--- src/rtl/mips_pkg.sv ---
// ---------------------------------------------------------------------------
// mips_pkg
// Shared MIPS-wide constants and types used by the decode-stage register file
// and any other block that needs to talk about architectural registers.
//   MIPS_DATA_W      : architectural word width
//   MIPS_NUM_REGS    : number of general-purpose registers
//   MIPS_REG_ADDR_W  : register specifier width (rs/rt/rd fields)
//   MIPS_REG_ZERO    : specifier of the hardwired-zero register $zero
// ---------------------------------------------------------------------------
package mips_pkg;

  localparam int MIPS_DATA_W     = 32;
  localparam int MIPS_NUM_REGS   = 32;
  localparam int MIPS_REG_ADDR_W = 5;

  localparam logic [MIPS_REG_ADDR_W-1:0] MIPS_REG_ZERO = 5'd0;

  typedef logic [MIPS_DATA_W-1:0]     mips_word_t;
  typedef logic [MIPS_REG_ADDR_W-1:0] mips_reg_addr_t;

endpackage

--- src/rtl/reg_file_rd_port.sv ---
// ---------------------------------------------------------------------------
// reg_file_rd_port
// One read port of the register file: selects a word from the storage array,
// forces the zero register to read 0, merges in same-cycle write bytes when
// bypass is enabled and optionally registers the result.
// Ports:
//   clk, reset   : rising-edge clock, synchronous active-high reset
//   mem          : whole storage array, word w at mem[w]
//   we/waddr/
//   wstrb/wdata  : the write port, observed for bypass
//   raddr        : word address for this port
//   rdata        : read data (combinational or registered per OUT_REG)
// ---------------------------------------------------------------------------
module reg_file_rd_port import mips_pkg::*; #(
  parameter int DATA_W   = MIPS_DATA_W,
  parameter int NUM_REGS = MIPS_NUM_REGS,
  parameter int ADDR_W   = MIPS_REG_ADDR_W,
  parameter int ZERO_REG = 1,
  parameter int BYPASS   = 1,
  parameter int OUT_REG  = 0
) (
  input  logic                               clk,
  input  logic                               reset,
  input  logic [NUM_REGS-1:0][DATA_W-1:0]    mem,
  input  logic                               we,
  input  logic [ADDR_W-1:0]                  waddr,
  input  logic [DATA_W/8-1:0]                wstrb,
  input  logic [DATA_W-1:0]                  wdata,
  input  logic [ADDR_W-1:0]                  raddr,
  output logic [DATA_W-1:0]                  rdata
);

  localparam int NUM_BYTES = DATA_W / 8;

  logic              in_range;
  logic              zero_hit;
  logic              bypass_hit;
  logic [DATA_W-1:0] stored;
  logic [DATA_W-1:0] merged;
  logic [DATA_W-1:0] read_val;

  // Non-power-of-2 depths leave unused addresses; those read as 0.
  assign in_range = (int'(raddr) < NUM_REGS);
  assign zero_hit = (ZERO_REG != 0) && (raddr == '0);

  // Bypass is suppressed during reset because the write will not commit,
  // and for out-of-range or zero-masked addresses which must read 0.
  assign bypass_hit = (BYPASS != 0) && we && !reset && (raddr == waddr) &&
                      in_range && !zero_hit;

  // Storage lookup
  always_comb begin
    stored = '0;
    if (in_range) begin
      stored = mem[raddr];
    end
  end

  // Byte-wise merge of the in-flight write over the stored word
  always_comb begin
    merged = stored;
    for (int b = 0; b < NUM_BYTES; b++) begin
      if (wstrb[b]) begin
        merged[b*8 +: 8] = wdata[b*8 +: 8];
      end
    end
  end

  // Final port value before the optional output register
  always_comb begin
    read_val = stored;
    if (zero_hit) begin
      read_val = '0;
    end else if (bypass_hit) begin
      read_val = merged;
    end
  end

  generate
    if (OUT_REG != 0) begin : g_out_reg
      logic [DATA_W-1:0] rdata_q;

      // Registered read: captures the same-cycle (bypassed) value
      always_ff @(posedge clk) begin
        if (reset) begin
          rdata_q <= '0;
        end else begin
          rdata_q <= read_val;
        end
      end

      assign rdata = rdata_q;
    end else begin : g_comb_out
      logic unused_clk;
      assign unused_clk = ^{1'b0, clk};
      assign rdata      = read_val;
    end
  endgenerate

endmodule

--- src/rtl/reg_file.sv ---
// ---------------------------------------------------------------------------
// reg_file
// Parametrised multi-port register file for the MIPS decode stage:
// NUM_REGS words of DATA_W bits, one byte-strobed write port (from WB) and
// NUM_RD read ports (rs/rt operands). Optional hardwired-zero word 0,
// optional write-to-read bypass and optional registered read outputs.
// Ports:
//   clk    : rising-edge clock
//   reset  : synchronous active-high reset, clears storage and outputs
//   we     : write enable
//   waddr  : write word address
//   wstrb  : byte strobes, bit i covers wdata[8i+7:8i]
//   wdata  : write data
//   raddr  : packed read addresses, port p at [p*ADDR_W +: ADDR_W]
//   rdata  : packed read data, port p at [p*DATA_W +: DATA_W]
// ---------------------------------------------------------------------------
module reg_file import mips_pkg::*; #(
  parameter  int DATA_W   = MIPS_DATA_W,
  parameter  int NUM_REGS = MIPS_NUM_REGS,
  parameter  int NUM_RD   = 2,
  parameter  int ZERO_REG = 1,
  parameter  int BYPASS   = 1,
  parameter  int OUT_REG  = 0,
  localparam int ADDR_W   = $clog2(NUM_REGS)
) (
  input  logic                     clk,
  input  logic                     reset,
  input  logic                     we,
  input  logic [ADDR_W-1:0]        waddr,
  input  logic [DATA_W/8-1:0]      wstrb,
  input  logic [DATA_W-1:0]        wdata,
  input  logic [NUM_RD*ADDR_W-1:0] raddr,
  output logic [NUM_RD*DATA_W-1:0] rdata
);

  localparam int NUM_BYTES = DATA_W / 8;

  logic [NUM_REGS-1:0][DATA_W-1:0] mem;
  logic                            write_ok;

  // Out-of-range addresses and (optionally) word 0 never take a write
  assign write_ok = we && (int'(waddr) < NUM_REGS) &&
                    !((ZERO_REG != 0) && (waddr == '0));

  // Storage array: reset clears every word, writes update strobed bytes only
  always_ff @(posedge clk) begin
    if (reset) begin
      mem <= '0;
    end else if (write_ok) begin
      for (int b = 0; b < NUM_BYTES; b++) begin
        if (wstrb[b]) begin
          mem[waddr][b*8 +: 8] <= wdata[b*8 +: 8];
        end
      end
    end
  end

  generate
    for (genvar p = 0; p < NUM_RD; p++) begin : g_rd
      reg_file_rd_port #(
        .DATA_W   (DATA_W),
        .NUM_REGS (NUM_REGS),
        .ADDR_W   (ADDR_W),
        .ZERO_REG (ZERO_REG),
        .BYPASS   (BYPASS),
        .OUT_REG  (OUT_REG)
      ) u_rd_port (
        .clk   (clk),
        .reset (reset),
        .mem   (mem),
        .we    (we),
        .waddr (waddr),
        .wstrb (wstrb),
        .wdata (wdata),
        .raddr (raddr[p*ADDR_W +: ADDR_W]),
        .rdata (rdata[p*DATA_W +: DATA_W])
      );
    end
  endgenerate

endmodule
--- config.mk ---
export PLATFORM = sky130hd
export DESIGN_NAME = reg_file
export DESIGN_NICKNAME = d
export VERILOG_FILES = /design/src/rtl/mips_pkg.sv /design/src/rtl/reg_file_rd_port.sv /design/src/rtl/reg_file.sv
export SDC_FILE = /design/constraint.sdc
export NUM_CORES = 2
export LEC_CHECK = 0
export CORE_MARGIN = 5
export CORE_UTILIZATION = 55
export DETAILED_ROUTE_END_ITERATION = 12
export PLACE_DENSITY_LB_ADDON = 0.25
export SETUP_SLACK_MARGIN = 0.2
export SYNTH_ARGS = -nofsm -noshare
export SYNTH_HDL_FRONTEND = slang
export SYNTH_SLANG_ARGS = --single-unit
--- constraint.sdc ---
create_clock -name clk -period 6.5 [get_ports clk]
set_input_delay 0.975 -clock clk [delete_from_list [all_inputs] [get_ports clk]]
set_output_delay 0.975 -clock clk [all_outputs]
set_load 0.01 [all_outputs]
* After elaboration in Yosys (flattened, before gate mapping)
Index checks and enable logic that the tools add are counted.
Storage, ports and cells: input port bits 54, register bits after elaboration 1024, output and inout port bits 64, logic and storage cells 90
Operators by class: order comparisons 4, eq/ne operators 2, muxes and demuxes 38, reductions and logical operators 14
Operators by type and width (number):
- $mux 1024 | 10
- $bwmux 1024 | 4
- $demux 32 s5 | 4
- $bmux 32 s5 | 2
- $mux 32 | 7
- $mux 8 | 9
- $mux 24 | 1
- $lt 5x6->1 const B | 3
- $mux 16 | 1
- $logic_not 5->1 | 3
- $eq 5x5->1 | 2
- $logic_and 1x1->1 | 7
- $ge 5x1->1 const B | 1
- $logic_not 1->1 | 4

* Logic depth before layout (Yosys ltp)
depth in word-level cells 18, gate-level depth with buffers 10, gate-level depth less buffers 5

* Hierarchy
From an unflattened synthesis, not the netlist that was laid out.
Unflattened totals: cells, all modules 5333, area total of the unflattened synthesis 57600.2 sq um
Modules (own cells, without submodules):
- reg_file | times used 1, seq. area each 20499.7 sq um, area an instance 39515.4 sq um, cells an instance 3487
- reg_file_rd_port | times used 2, seq. area each 0.0 sq um, area an instance 9042.4 sq um, cells an instance 923

* Worst setup path before layout
No wires, ideal clock.
kind input to output, start point input raddr[5], end point output rdata[41], setup slack 2.722 ns, buffers on the path 3, required time 5.525 ns, stages on the path 7, arrival 2.803 ns, cells stage by stage buf_2 > buf_2 > buf_2 > mux4_2 > mux4_2 > a22oi_1 > a21oi_1
Between the ends: word-level cells in the longest chain between the ends 5, elaborated cells on any way between the ends 10, classes of those cells eq/ne (1); mux (5); reduce/logical (4)
Ends and longest elaborated chain:
- start: declaration | line reg_file.sv:32 | input logic [NUM_RD*ADDR_W-1:0] raddr,
- $bmux 32 s5 (tied with other cells) | line reg_file_rd_port.sv:55 | stored = mem[raddr];
- $mux 32 (implied by the code) (tied with other cells) | line reg_file_rd_port.sv:55
- $mux 8 or $logic_and 1x1->1 (tied branches) | line reg_file_rd_port.sv:63, reg_file_rd_port.sv:49
- $mux 32 | line reg_file_rd_port.sv:74 | end else if (bypass_hit) begin
- $mux 32 * | line reg_file_rd_port.sv:72 | if (zero_hit) begin
- end: declaration | line reg_file.sv:33 | output logic [NUM_RD*DATA_W-1:0] rdata
Mark *: on every way between the ends. The rest lies on a longest branch, timed or not. The select of a mux whose other input is x is not followed.

* Worst setup path in the final report
start point input raddr[1], end point output rdata[15]
The elaborated chain is that of the path after synthesis.

==> results.sh <==
export IMPL_irDropWorstVdd_uv=230.0
export IMPL_crit_path_top_delay_cell="nor2b_4"
export IMPL_die_h_um=325.6
export IMPL_critical_path_class="input port to primary output"
export IMPL_die_width_um=325.6
export IMPL_crit_path_start_kind="input port"
export IMPL_relSlewSlack_pct=-1.123
export IMPL_viasPerCell=7.145
export IMPL_r2r_end="mem[156]"
export IMPL_syn_nets=6243
export IMPL_layout_drive_gt1_share_pct=14.47
export IMPL_synth_warnings=0
export IMPL_synth_seq_cells=1024
export IMPL_drt_iter0_drc=9672
export IMPL_violations="max-capacitance violations, max-slew violations"
export IMPL_numCtsBuffers=109
export IMPL_cts_clk_slew_worst_paths_ns=0.06
export IMPL_critPathMaxFanout=58
export IMPL_timing_rr_start="mem[156]"
export IMPL_hold_path_startpoint="mem[14]"
export IMPL_max_freq_mhz=178.2
export IMPL_fin_crit_ns=5.611
export IMPL_syn_to_final_growth_pct=9.211
export IMPL_hpwl_um=133300
export IMPL_fin_cells=7301
export IMPL_worstPathRequired_ns=5.52
export IMPL_cap_violations=1
export IMPL_fin_ws_ns=0.8890
export IMPL_final_cell_area_sq_mm=0.05983
export IMPL_path_cells="clkbuf_8 -> nor2b_4 -> buf_4 -> a22oi_1 -> a211oi_1 -> o32ai_1 -> a22o_1 -> clkdlybuf4s50_1"
export IMPL_ioPinCount=118
export IMPL_reg2reg_depth=2
export IMPL_synth_edf_count=0
export IMPL_hold_path_class="flip-flop to flip-flop"
export IMPL_grt_pass1_wl_um=314900
export IMPL_whs_path_depth=1
export IMPL_dieArea_sq_mm=0.1060
export IMPL_cp_arrival_ns=4.64
export IMPL_final_cell_mix="a21oi_1 (1,054), nand2_1 (1,049), dfxtp_1 (1,024), o21ai_0 (1,022), mux4_2 (439)"
export IMPL_skew_ns=0
export IMPL_avgRoutedWirePerCell_um=29.09
export IMPL_firstDrtPassIters=8
export IMPL_grt_max_degree=195
export IMPL_clock_latency_ns=0.69
export IMPL_dp_cells=7099
export IMPL_start_util_pct=55.58
export IMPL_critPathLaunch="raddr[1]"
export IMPL_slew_violations=7
export IMPL_synth_main_ff_cell="dfxtp_1"
export IMPL_cp_end_kind="primary output"
export IMPL_finalSetupViolCount=0
export IMPL_power_leakage_uw=0.01917
export IMPL_powerDensity_mw_per_mm2=235.3
export IMPL_dpl_cell_area_sq_mm=0.05627
export IMPL_top_register="mem"
export IMPL_antenna_found_initial=7
export IMPL_std_cell_rows=115
export IMPL_synth_cell_area_sq_mm=0.05479
export IMPL_fin_crit_sh_pct=86.32
export IMPL_gp_congestion=0.9723
export IMPL_drt_total_wl_um=212400
export IMPL_clock_sink_count=1024
export IMPL_synth_top_cell_by_area="dfxtp_1"
export IMPL_synthCells=6189
export IMPL_reg2reg_slack_ns=5.73
export IMPL_grt_usage_pct=38.31
export IMPL_tightest_slew_ns=1.514
export IMPL_worstHoldEndpoint="mem[14]"
export IMPL_postCtsSetupBuffers=0
export IMPL_drc=0
export IMPL_status="finished with violations"
export IMPL_clockBufferDepth=3
export IMPL_tritoncts="done"
export IMPL_timing_setup_tns_ns=0
export IMPL_async_flop_share_pct=0
export IMPL_cts_hold_buf=0
export IMPL_vias=52160
export IMPL_largest_register_ffs=1024
export IMPL_grt_ovfl_total=0
export IMPL_cp_slowest_stage_delay_ns=0.71
export IMPL_first_global_vias=48430
export IMPL_rsz0062_at_grt="no"
export IMPL_ys_types=63
export IMPL_final_common_cell="a21oi_1"
export IMPL_cts_max_level=3
export IMPL_clock_root_buffer="clkbuf_16"
export IMPL_finalHoldViolations=0
export IMPL_final_nets=5977
export IMPL_antenna_left=0
export IMPL_synth_top_area_share_pct=37.42
export IMPL_core_area_sq_mm=0.09856
export IMPL_synth_area_per_cell_sq_um=8.852
export IMPL_ys_seq_area_share_pct=37.42
export IMPL_io_buffers=117
export IMPL_pre_cts_ws_ns=1.140
export IMPL_yosys_top_cells_area="dfxtp_1 (37%), mux4_2 (18%), a21oi_1 (9.6%), o21ai_0 (9.3%), nand2_1 (7.3%)"
export IMPL_post_cts_resized=0
export IMPL_top_regs="mem: 1024 flops"
-- critical path, delay by kind of cell --
kind                   cells  cell delay, ns
and+or+nand+nor            1            0.71
AOI/OAI and AO/OA          4            1.48
buffers and inverters      3            1.35
-- final cells by class --
cell class / count / area [sq um]
Fill cell: 8430 / 38730
Multi-Input combinational cell: 4482 / 31280
Clock buffer: 162 / 3169
Antenna cell: 3 / 7.507
Clock inverter: 37 / 381.6
Inverter: 10 / 40.04
Timing Repair Buffer: 296 / 2849
Sequential cell: 1024 / 20500
Tap cell: 1287 / 1610
-- synthesized netlist by cell type (16+ instances only) --
cell	instances
buf_6	25
nand2_1	1066
o21ai_0	1022
a31oi_1	17
clkbuf_2	64
a22oi_1	41
o211ai_1	18
a221o_1	23
dfxtp_1	1024
o22ai_1	17
buf_1	140
buf_2	83
buf_4	46
nand3_1	33
clkbuf_1	313
mux4_2	439
a211oi_1	16
mux2i_1	284
nor2b_1	40
nor2_1	183
nor3_1	16
a21oi_1	1054
a221oi_1	73
-- power breakdown --
group	switching, uW	internal (uW)	leakage [uW]
clock	2710	3630	0.00176
combinational	1010	410	0.00916
sequential	18.0	6300	0.00825
-- layer usage --
metal / track usage, % / vias up / wire length (um)
met4: 19.31 / 8 / 14110
met3: 12.84 / 907 / 33240
li1: - / 22050 / -
met2: 55.12 / 4278 / 88630
met1: 51.76 / 24920 / 76350
met5: 0 / - / 84
-- logic make-up (layout without fill, tap and decap cells) --
group	after synthesis	after routing	synth area share [%]
compound gates	2339	2339	23.01
buf+inv	683	505	5.723
simple gates	1400	1400	10.25
other cells	0	3	0
xor+xnor	10	10	0.1599
flops	1024	1024	37.42
mux	733	733	23.44
-- worst max-delay path by stage --
stage / slack [ns] / endpoint / cells after the start
finish: 0.89 / rdata[15] / 8
CTS: 1.14 / rdata[15] / 8
detailed placement: 1.14 / rdata[15] / 8
global placement: 1.19 / rdata[44] / 8
floorplan: 2.72 / rdata[41] / 7
global route: 0.92 / rdata[44] / 8
-- through the flow --
step	total power (uW)	utilization, %	hold WS (ns)
4_1_cts	14010	60.70	0.4806
3_3_place_gp	7797	57.09	0.4648
6_report	14080	60.70	0.4850
5_1_grt	14350	60.70	0.4895
3_5_place_dp	7803	57.09	0.4712
2_1_floorplan	7313	-	0.4509
(Power assumes the default switching activity.)
